===== config.mk =====
export PLATFORM = sky130hd
export DESIGN_NAME = opb_mcnt_snapshot_ctrl
export DESIGN_NICKNAME = d
export VERILOG_FILES = /design/src/rtl/opb_mcnt_pkg.sv /design/src/rtl/opb_slave_handshake.sv /design/src/rtl/opb_mcnt_snapshot_ctrl.sv
export SDC_FILE = /design/constraint.sdc
export NUM_CORES = 1
export LEC_CHECK = 0
export ABC_AREA = 1
export CAP_MARGIN = 20
export CORE_MARGIN = 2
export CORE_UTILIZATION = 34
export DETAILED_ROUTE_END_ITERATION = 10
export GPL_ROUTABILITY_DRIVEN = 0
export GPL_TIMING_DRIVEN = 0
export SYNTH_ARGS = -nofsm -noshare
export SYNTH_HDL_FRONTEND = slang
export SYNTH_SLANG_ARGS = --single-unit

===== constraint.sdc =====
create_clock -name OPB_Clk -period 4.7 [get_ports OPB_Clk]
set_input_delay 0.47 -clock OPB_Clk [delete_from_list [all_inputs] [get_ports OPB_Clk]]
set_output_delay 0.47 -clock OPB_Clk [all_outputs]
set_load 0.05 [all_outputs]

===== src/rtl/opb_mcnt_pkg.sv =====
// Shared constants and types for the OPB mcnt snapshot controller.
// Bit positions use LSB=0 numbering: OPB big-endian bit n is value bit 31-n.
package opb_mcnt_pkg;

    localparam logic [7:0] OFF_MSB    = 8'h00;
    localparam logic [7:0] OFF_LSB    = 8'h04;
    localparam logic [7:0] OFF_CTRL   = 8'h08;
    localparam logic [7:0] OFF_STATUS = 8'h0C;

    localparam int CTRL_FREEZE_BIT = 0;
    localparam int CTRL_ARM_BIT    = 1;
    localparam int STAT_VALID_BIT  = 0;
    localparam int STAT_TEAR_BIT   = 1;
    localparam int STAT_CNT_LSB    = 16;

    typedef enum logic [1:0] {
        ST_IDLE = 2'd0,
        ST_ACK  = 2'd1,
        ST_HOLD = 2'd2
    } hs_state_t;

    function automatic logic [31:0] pack_status(input logic [15:0] cnt,
                                                input logic        tear,
                                                input logic        valid);
        logic [31:0] w_word;
        w_word = '0;
        w_word[STAT_CNT_LSB +: 16] = cnt;
        w_word[STAT_TEAR_BIT]      = tear;
        w_word[STAT_VALID_BIT]     = valid;
        return w_word;
    endfunction

endpackage


===== src/rtl/opb_slave_handshake.sv =====
// OPB slave address decode and single-beat handshake sequencer.
//   state   | meaning
//   IDLE    | waiting for a select inside the window; strobes fire here
//   ACK     | one-cycle xferAck with registered read data
//   HOLD    | dead cycle so a lingering select cannot be acked twice
module opb_slave_handshake
    import opb_mcnt_pkg::*;
#(
    parameter logic [31:0] C_BASEADDR = 32'h01008200,
    parameter logic [31:0] C_HIGHADDR = 32'h010082FF
) (
    input  logic        i_clk,
    input  logic        i_rst,
    input  logic [0:31] i_abus,
    input  logic        i_rnw,
    input  logic        i_select,
    output logic        o_rd_strobe,
    output logic        o_wr_strobe,
    output logic [7:0]  o_offset,
    output logic        o_ack
);

    hs_state_t  r_state;
    hs_state_t  w_state_nxt;
    logic       w_hit;
    logic [1:0] w_unused_lane;

    assign w_hit         = i_select && (i_abus >= C_BASEADDR) && (i_abus <= C_HIGHADDR);
    assign o_offset      = {i_abus[24:27], i_abus[28:29], 2'b00};
    assign w_unused_lane = i_abus[30:31];

    always_ff @(posedge i_clk or posedge i_rst) begin
        if (i_rst) begin
            r_state <= ST_IDLE;
        end else begin
            r_state <= w_state_nxt;
        end
    end

    always_comb begin
        w_state_nxt = r_state;
        case (r_state)
            ST_IDLE: if (w_hit) w_state_nxt = ST_ACK;
            ST_ACK:  w_state_nxt = ST_HOLD;
            ST_HOLD: w_state_nxt = ST_IDLE;
            default: w_state_nxt = ST_IDLE;
        endcase
    end

    always_comb begin
        o_rd_strobe = 1'b0;
        o_wr_strobe = 1'b0;
        o_ack       = 1'b0;
        case (r_state)
            ST_IDLE: begin
                o_rd_strobe = w_hit && i_rnw;
                o_wr_strobe = w_hit && !i_rnw;
            end
            ST_ACK:  o_ack = 1'b1;
            default: ;
        endcase
    end

endmodule


===== src/rtl/opb_mcnt_snapshot_ctrl.sv =====
// Coherent 32-bit OPB view of the wide mcnt counter: an MSB read latches the
// LSB half into a shadow so the pair is never torn.
module opb_mcnt_snapshot_ctrl
    import opb_mcnt_pkg::*;
#(
    parameter logic [31:0] C_BASEADDR   = 32'h01008200,
    parameter logic [31:0] C_HIGHADDR   = 32'h010082FF,
    parameter int          C_OPB_AWIDTH = 32,
    parameter int          C_OPB_DWIDTH = 32,
    parameter int          MCNT_WIDTH   = 48
) (
    input  logic                    OPB_Clk,
    input  logic                    OPB_Rst,
    input  logic [0:C_OPB_AWIDTH-1] OPB_ABus,
    input  logic [0:3]              OPB_BE,
    input  logic [0:C_OPB_DWIDTH-1] OPB_DBus,
    input  logic                    OPB_RNW,
    input  logic                    OPB_select,
    input  logic                    OPB_seqAddr,
    output logic [0:C_OPB_DWIDTH-1] Sl_DBus,
    output logic                    Sl_xferAck,
    output logic                    Sl_errAck,
    output logic                    Sl_retry,
    output logic                    Sl_toutSup,
    input  logic [MCNT_WIDTH-1:0]   mcnt_in,
    input  logic                    mcnt_valid,
    output logic                    arm_out,
    output logic                    snap_pulse
);

    logic                  w_rd_strobe;
    logic                  w_wr_strobe;
    logic                  w_ack;
    logic [7:0]            w_offset;
    logic [31:0]           w_rd_data;
    logic [31:0]           w_ctrl_word;
    logic [63:0]           w_live_ext;
    logic [33:0]           w_unused;

    logic [MCNT_WIDTH-1:0] r_live;
    logic [31:0]           r_shadow;
    logic [31:0]           r_rdata;
    logic                  r_shadow_valid;
    logic                  r_tear;
    logic                  r_clr_tear;
    logic                  r_freeze;
    logic                  r_arm;
    logic                  r_snap;
    logic [15:0]           r_snap_cnt;

    opb_slave_handshake #(
        .C_BASEADDR (C_BASEADDR),
        .C_HIGHADDR (C_HIGHADDR)
    ) u_hs (
        .i_clk       (OPB_Clk),
        .i_rst       (OPB_Rst),
        .i_abus      (OPB_ABus),
        .i_rnw       (OPB_RNW),
        .i_select    (OPB_select),
        .o_rd_strobe (w_rd_strobe),
        .o_wr_strobe (w_wr_strobe),
        .o_offset    (w_offset),
        .o_ack       (w_ack)
    );

    assign w_live_ext = 64'(r_live);
    assign w_unused   = {OPB_seqAddr, OPB_BE[0:2], OPB_DBus[0:29]};

    always_comb begin
        w_ctrl_word                  = '0;
        w_ctrl_word[CTRL_FREEZE_BIT] = r_freeze;
        w_ctrl_word[CTRL_ARM_BIT]    = r_arm;
    end

    always_comb begin
        w_rd_data = '0;
        case (w_offset)
            OFF_MSB:    w_rd_data = w_live_ext[63:32];
            OFF_LSB:    w_rd_data = r_shadow;
            OFF_CTRL:   w_rd_data = w_ctrl_word;
            OFF_STATUS: w_rd_data = pack_status(r_snap_cnt, r_tear, r_shadow_valid);
            default:    w_rd_data = '0;
        endcase
    end

    // Snapshot and live update share an edge; the shadow takes the pre-update live value.
    always_ff @(posedge OPB_Clk or posedge OPB_Rst) begin
        if (OPB_Rst) begin
            r_live         <= '0;
            r_shadow       <= '0;
            r_rdata        <= '0;
            r_shadow_valid <= 1'b0;
            r_tear         <= 1'b0;
            r_clr_tear     <= 1'b0;
            r_freeze       <= 1'b0;
            r_arm          <= 1'b0;
            r_snap         <= 1'b0;
            r_snap_cnt     <= '0;
        end else begin
            r_snap <= 1'b0;
            if (mcnt_valid && !r_freeze) begin
                r_live <= mcnt_in;
            end
            if (w_rd_strobe) begin
                r_rdata <= w_rd_data;
                case (w_offset)
                    OFF_MSB: begin
                        r_shadow       <= w_live_ext[31:0];
                        r_shadow_valid <= 1'b1;
                        r_snap_cnt     <= r_snap_cnt + 16'd1;
                        r_snap         <= 1'b1;
                    end
                    OFF_LSB: begin
                        if (!r_shadow_valid) begin
                            r_tear <= 1'b1;
                        end
                        r_shadow_valid <= 1'b0;
                    end
                    OFF_STATUS: r_clr_tear <= 1'b1;
                    default: ;
                endcase
            end else if (w_wr_strobe) begin
                r_rdata <= '0;
                if (w_offset == OFF_CTRL && OPB_BE[3]) begin
                    r_freeze <= OPB_DBus[31-CTRL_FREEZE_BIT];
                    r_arm    <= OPB_DBus[31-CTRL_ARM_BIT];
                end
            end
            // tear_flag read-to-clear lands once the STATUS ack has gone out
            if (w_ack && r_clr_tear) begin
                r_tear     <= 1'b0;
                r_clr_tear <= 1'b0;
            end
        end
    end

    assign Sl_xferAck = w_ack;
    assign Sl_DBus    = w_ack ? r_rdata : '0;
    assign Sl_errAck  = 1'b0;
    assign Sl_retry   = 1'b0;
    assign Sl_toutSup = 1'b0;
    assign arm_out    = r_arm;
    assign snap_pulse = r_snap;

endmodule


==> results.json <==
{
  "outcome": "finished clean",
  "met3_usage": 0.0468,
  "area_growth_syn_to_layout_pct": 34.6,
  "max-vdd-ir-drop_v": 0.000281,
  "io_pins": 160,
  "grt_util_met2": 0.250,
  "yosysMostFrequentCell": "nand2_1",
  "cts_resized": 0,
  "holdPathEnd": "u_hs.r_state[1]",
  "synth_top_area_share": 0.554,
  "cts_num_sinks": 136,
  "dieHeight_um": 138,
  "synth-main-ff-cell": "dfrtp_1",
  "fin_crit_ns": 2.97,
  "hold_viol": 0,
  "cts_tree": "done",
  "rsz0062_at_grt": "no",
  "grt.busiest_layer": "met2",
  "insertion_delay_ns": 0.43,
  "critical_path_required_ns": 4.23,
  "skew_ns": 0.00971,
  "cts_setup_buffers": 0,
  "cap_violations": 0,
  "grt.met1_usage": 0.218,
  "power_per_cell_area_nw_per_um2": 333,
  "syn_avg_cell_area_um2": 8.84,
  "fillCellCount": 1701,
  "timing.fmax_mhz": 337,
  "wl_per_cell_um": 13.8,
  "synth_edf_count": 0,
  "hold_path_class": "reg2reg",
  "diodes": 0,
  "antenna_found_initial": 0,
  "rr_worst_depth": 7,
  "synth_common_cells": "230 x nand2_1, 136 x dfrtp_1, 90 x inv_1, 61 x nor2_1, 47 x mux2_2",
  "wl_mm": 14.8,
  "worstMarginPinSlew_ns": 0.874,
  "yosysTopAreaCell": "dfrtp_1",
  "design_area_um2": 8270,
  "postPlaceCellArea_um2": 7670,
  "cts_max_path_buffers": 2,
  "rr_endpoint": "r_rdata[2]",
  "drtIter0Drc": 222,
  "fin_setup_tns_ns": 0,
  "power.leakage_nw": 3.81,
  "fin_crit_sh": 0.631,
  "grt_max_degree": 73,
  "yosysWarnings": 0,
  "clkTransAtPathRegs_ns": 0.06,
  "critPathMaxFanout": 10,
  "ant_nets": 0,
  "ys_seq_elements": 136,
  "critical_path_class": "reg2out",
  "async_reset_ff_frac": 1.00,
  "vias": 4883,
  "core_um2": 17800,
  "min_path_cells": 1,
  "die_area_um2": 19200,
  "root_buffer": "clkbuf_16",
  "dp_hpwl_mm": 10.7,
  "rrSetupSlack_ns": 2.63,
  "crit_arrival_ns": 2.50,
  "whs_ns": 0.444,
  "die_x_um": 138,
  "worstSetupStartpointType": "register",
  "numCtsBuffers": 17,
  "grt_pass1_vias": 4772,
  "grt_util_all_layers": 0.161,
  "netlist_instances": 695,
  "htreeDepth": 4,
  "slew_viol_final": 0,
  "dr.pass1.iters": 4,
  "initial_core_util": 0.344,
  "drive_above_1_share": 0.119,
  "via_per_inst": 4.53,
  "setup_viol": 0,
  "slew_headroom": 0.415,
  "rows": 49,
  "crit_path_end_kind": "primary output",
  "yosysUniqueCellTypes": 26,
  "yosys-top-cells-area": "dfrtp_1 55%, nand2_1 14%, mux2_2 8.6%",
  "postLayoutCoreUtil": 0.463,
  "min_from": "u_hs.r_state[1]",
  "syn_area_um2": 6140,
  "overflow": 0,
  "num-nets-final": 960,
  "drc_errors": 0,
  "ys_seq_area_frac": 0.554,
  "io_buffer_count": 120,
  "grt_pass1_wl_mm": 24.3,
  "cts_hold_repair.buffers": 0,
  "regToRegStartpoint": "u_hs.r_state[0]"
}
-- registers in the layout, summed over array words and instances (netlist names) --
register	cells
snap_pulse	1
arm_out	1
r_shadow_valid	1
r_freeze	1
r_rdata	32
r_tear	1
u_hs.r_state	2
r_live	48
r_clr_tear	1
r_shadow	32
r_snap_cnt	16
-- how the worst max path moves through the flow --
stage | startpoint | endpoint | slack (ns) | cells after the start
finish | u_hs.r_state[1] | Sl_DBus[29] | 1.73 | 5
global route | u_hs.r_state[1] | Sl_DBus[26] | 1.56 | 5
CTS | u_hs.r_state[1] | Sl_DBus[29] | 1.71 | 5
detailed placement | OPB_ABus[0] | r_rdata[2] | 2.09 | 8
global placement | OPB_Rst | r_rdata[11] | -1.48 | 2
floorplan | OPB_Rst | arm_out | 0.59 | 1
-- critical path, stage by stage, from the launching register on --
cell,delay [ns]
dfrtp_1,0.38
nor2_1,0.18
inv_1,0.13
buf_1,0.30
nor2_1,0.24
clkdlybuf4s50_1,0.83
-- metal layers --
| metal | vias up | routed length (um) |
|---|---|---|
| met5 | - | 0 |
| met4 | 0 | 203 |
| met3 | 13 | 857 |
| met2 | 125 | 6590 |
| met1 | 2294 | 7180 |
| li1 | 2451 | - |
-- cell type report --
| cell class | instances | area [um2] | share of cell area |
|---|---|---|---|
| multi-input cells | 442 | 2260 | 0.273 |
| flip-flops and latches | 136 | 3400 | 0.412 |
| clock buffers | 22 | 474 | 0.0574 |
| repair buffers | 121 | 1230 | 0.149 |
| plain buffers | 28 | 148 | 0.0179 |
| well taps | 229 | 287 | 0.0347 |
| clock inverters | 8 | 121 | 0.0147 |
| inverters | 91 | 347 | 0.0419 |
-- cell families (layout without fill, tap and decap cells) --
family          count (synthesis)  in the layout  share of synthesized area
compound gates                 44             44                     0.0420
fa+ha+maj                       1              1                    0.00204
buf+inv                       119            270                     0.0796
flops                         136            136                      0.554
mux                            47             47                     0.0862
other cells                     1              3                   0.000610
simple gates                  347            347                      0.236
-- stage by stage --
step	total power, mW	instances	setup slack, ns
floorplan	1.33	697	0.591
global placement	1.43	1046	-1.48
detailed placement	1.43	1047	2.09
CTS	2.78	1077	1.71
global route	2.85	1077	1.56
finish	2.75	1077	1.73
-- cells in the final DEF (no fill, tap or decap), types with 2 or more instances in the layout --
cell,netlist,routed
clkdlybuf4s50_1,0,120
nor3_4,2,2
nand3b_1,3,3
mux2_2,47,47
nand2_1,230,230
a22oi_1,15,15
a21oi_1,6,6
nand3_1,29,29
buf_6,2,2
inv_1,90,89
o21ai_0,21,21
clkbuf_16,0,17
bufinv_16,0,3
nor2_1,61,61
clkinv_2,0,3
buf_1,3,3
clkbuf_8,0,3
o21ai_1,2,2
buf_2,7,7
conb_1,1,3
nand2_2,4,4
buf_4,5,5
nand4_1,14,14
clkbuf_1,11,13
dfrtp_1,136,136
-- power breakdown --
part	switching (mW)	internal (mW)	leakage, nW
Combinational	0.0706	0.107	1.75
Clock	0.476	0.867	0.292
Sequential	0.0192	1.21	1.77
No activity file was read; power rests on OpenSTA's default activity.
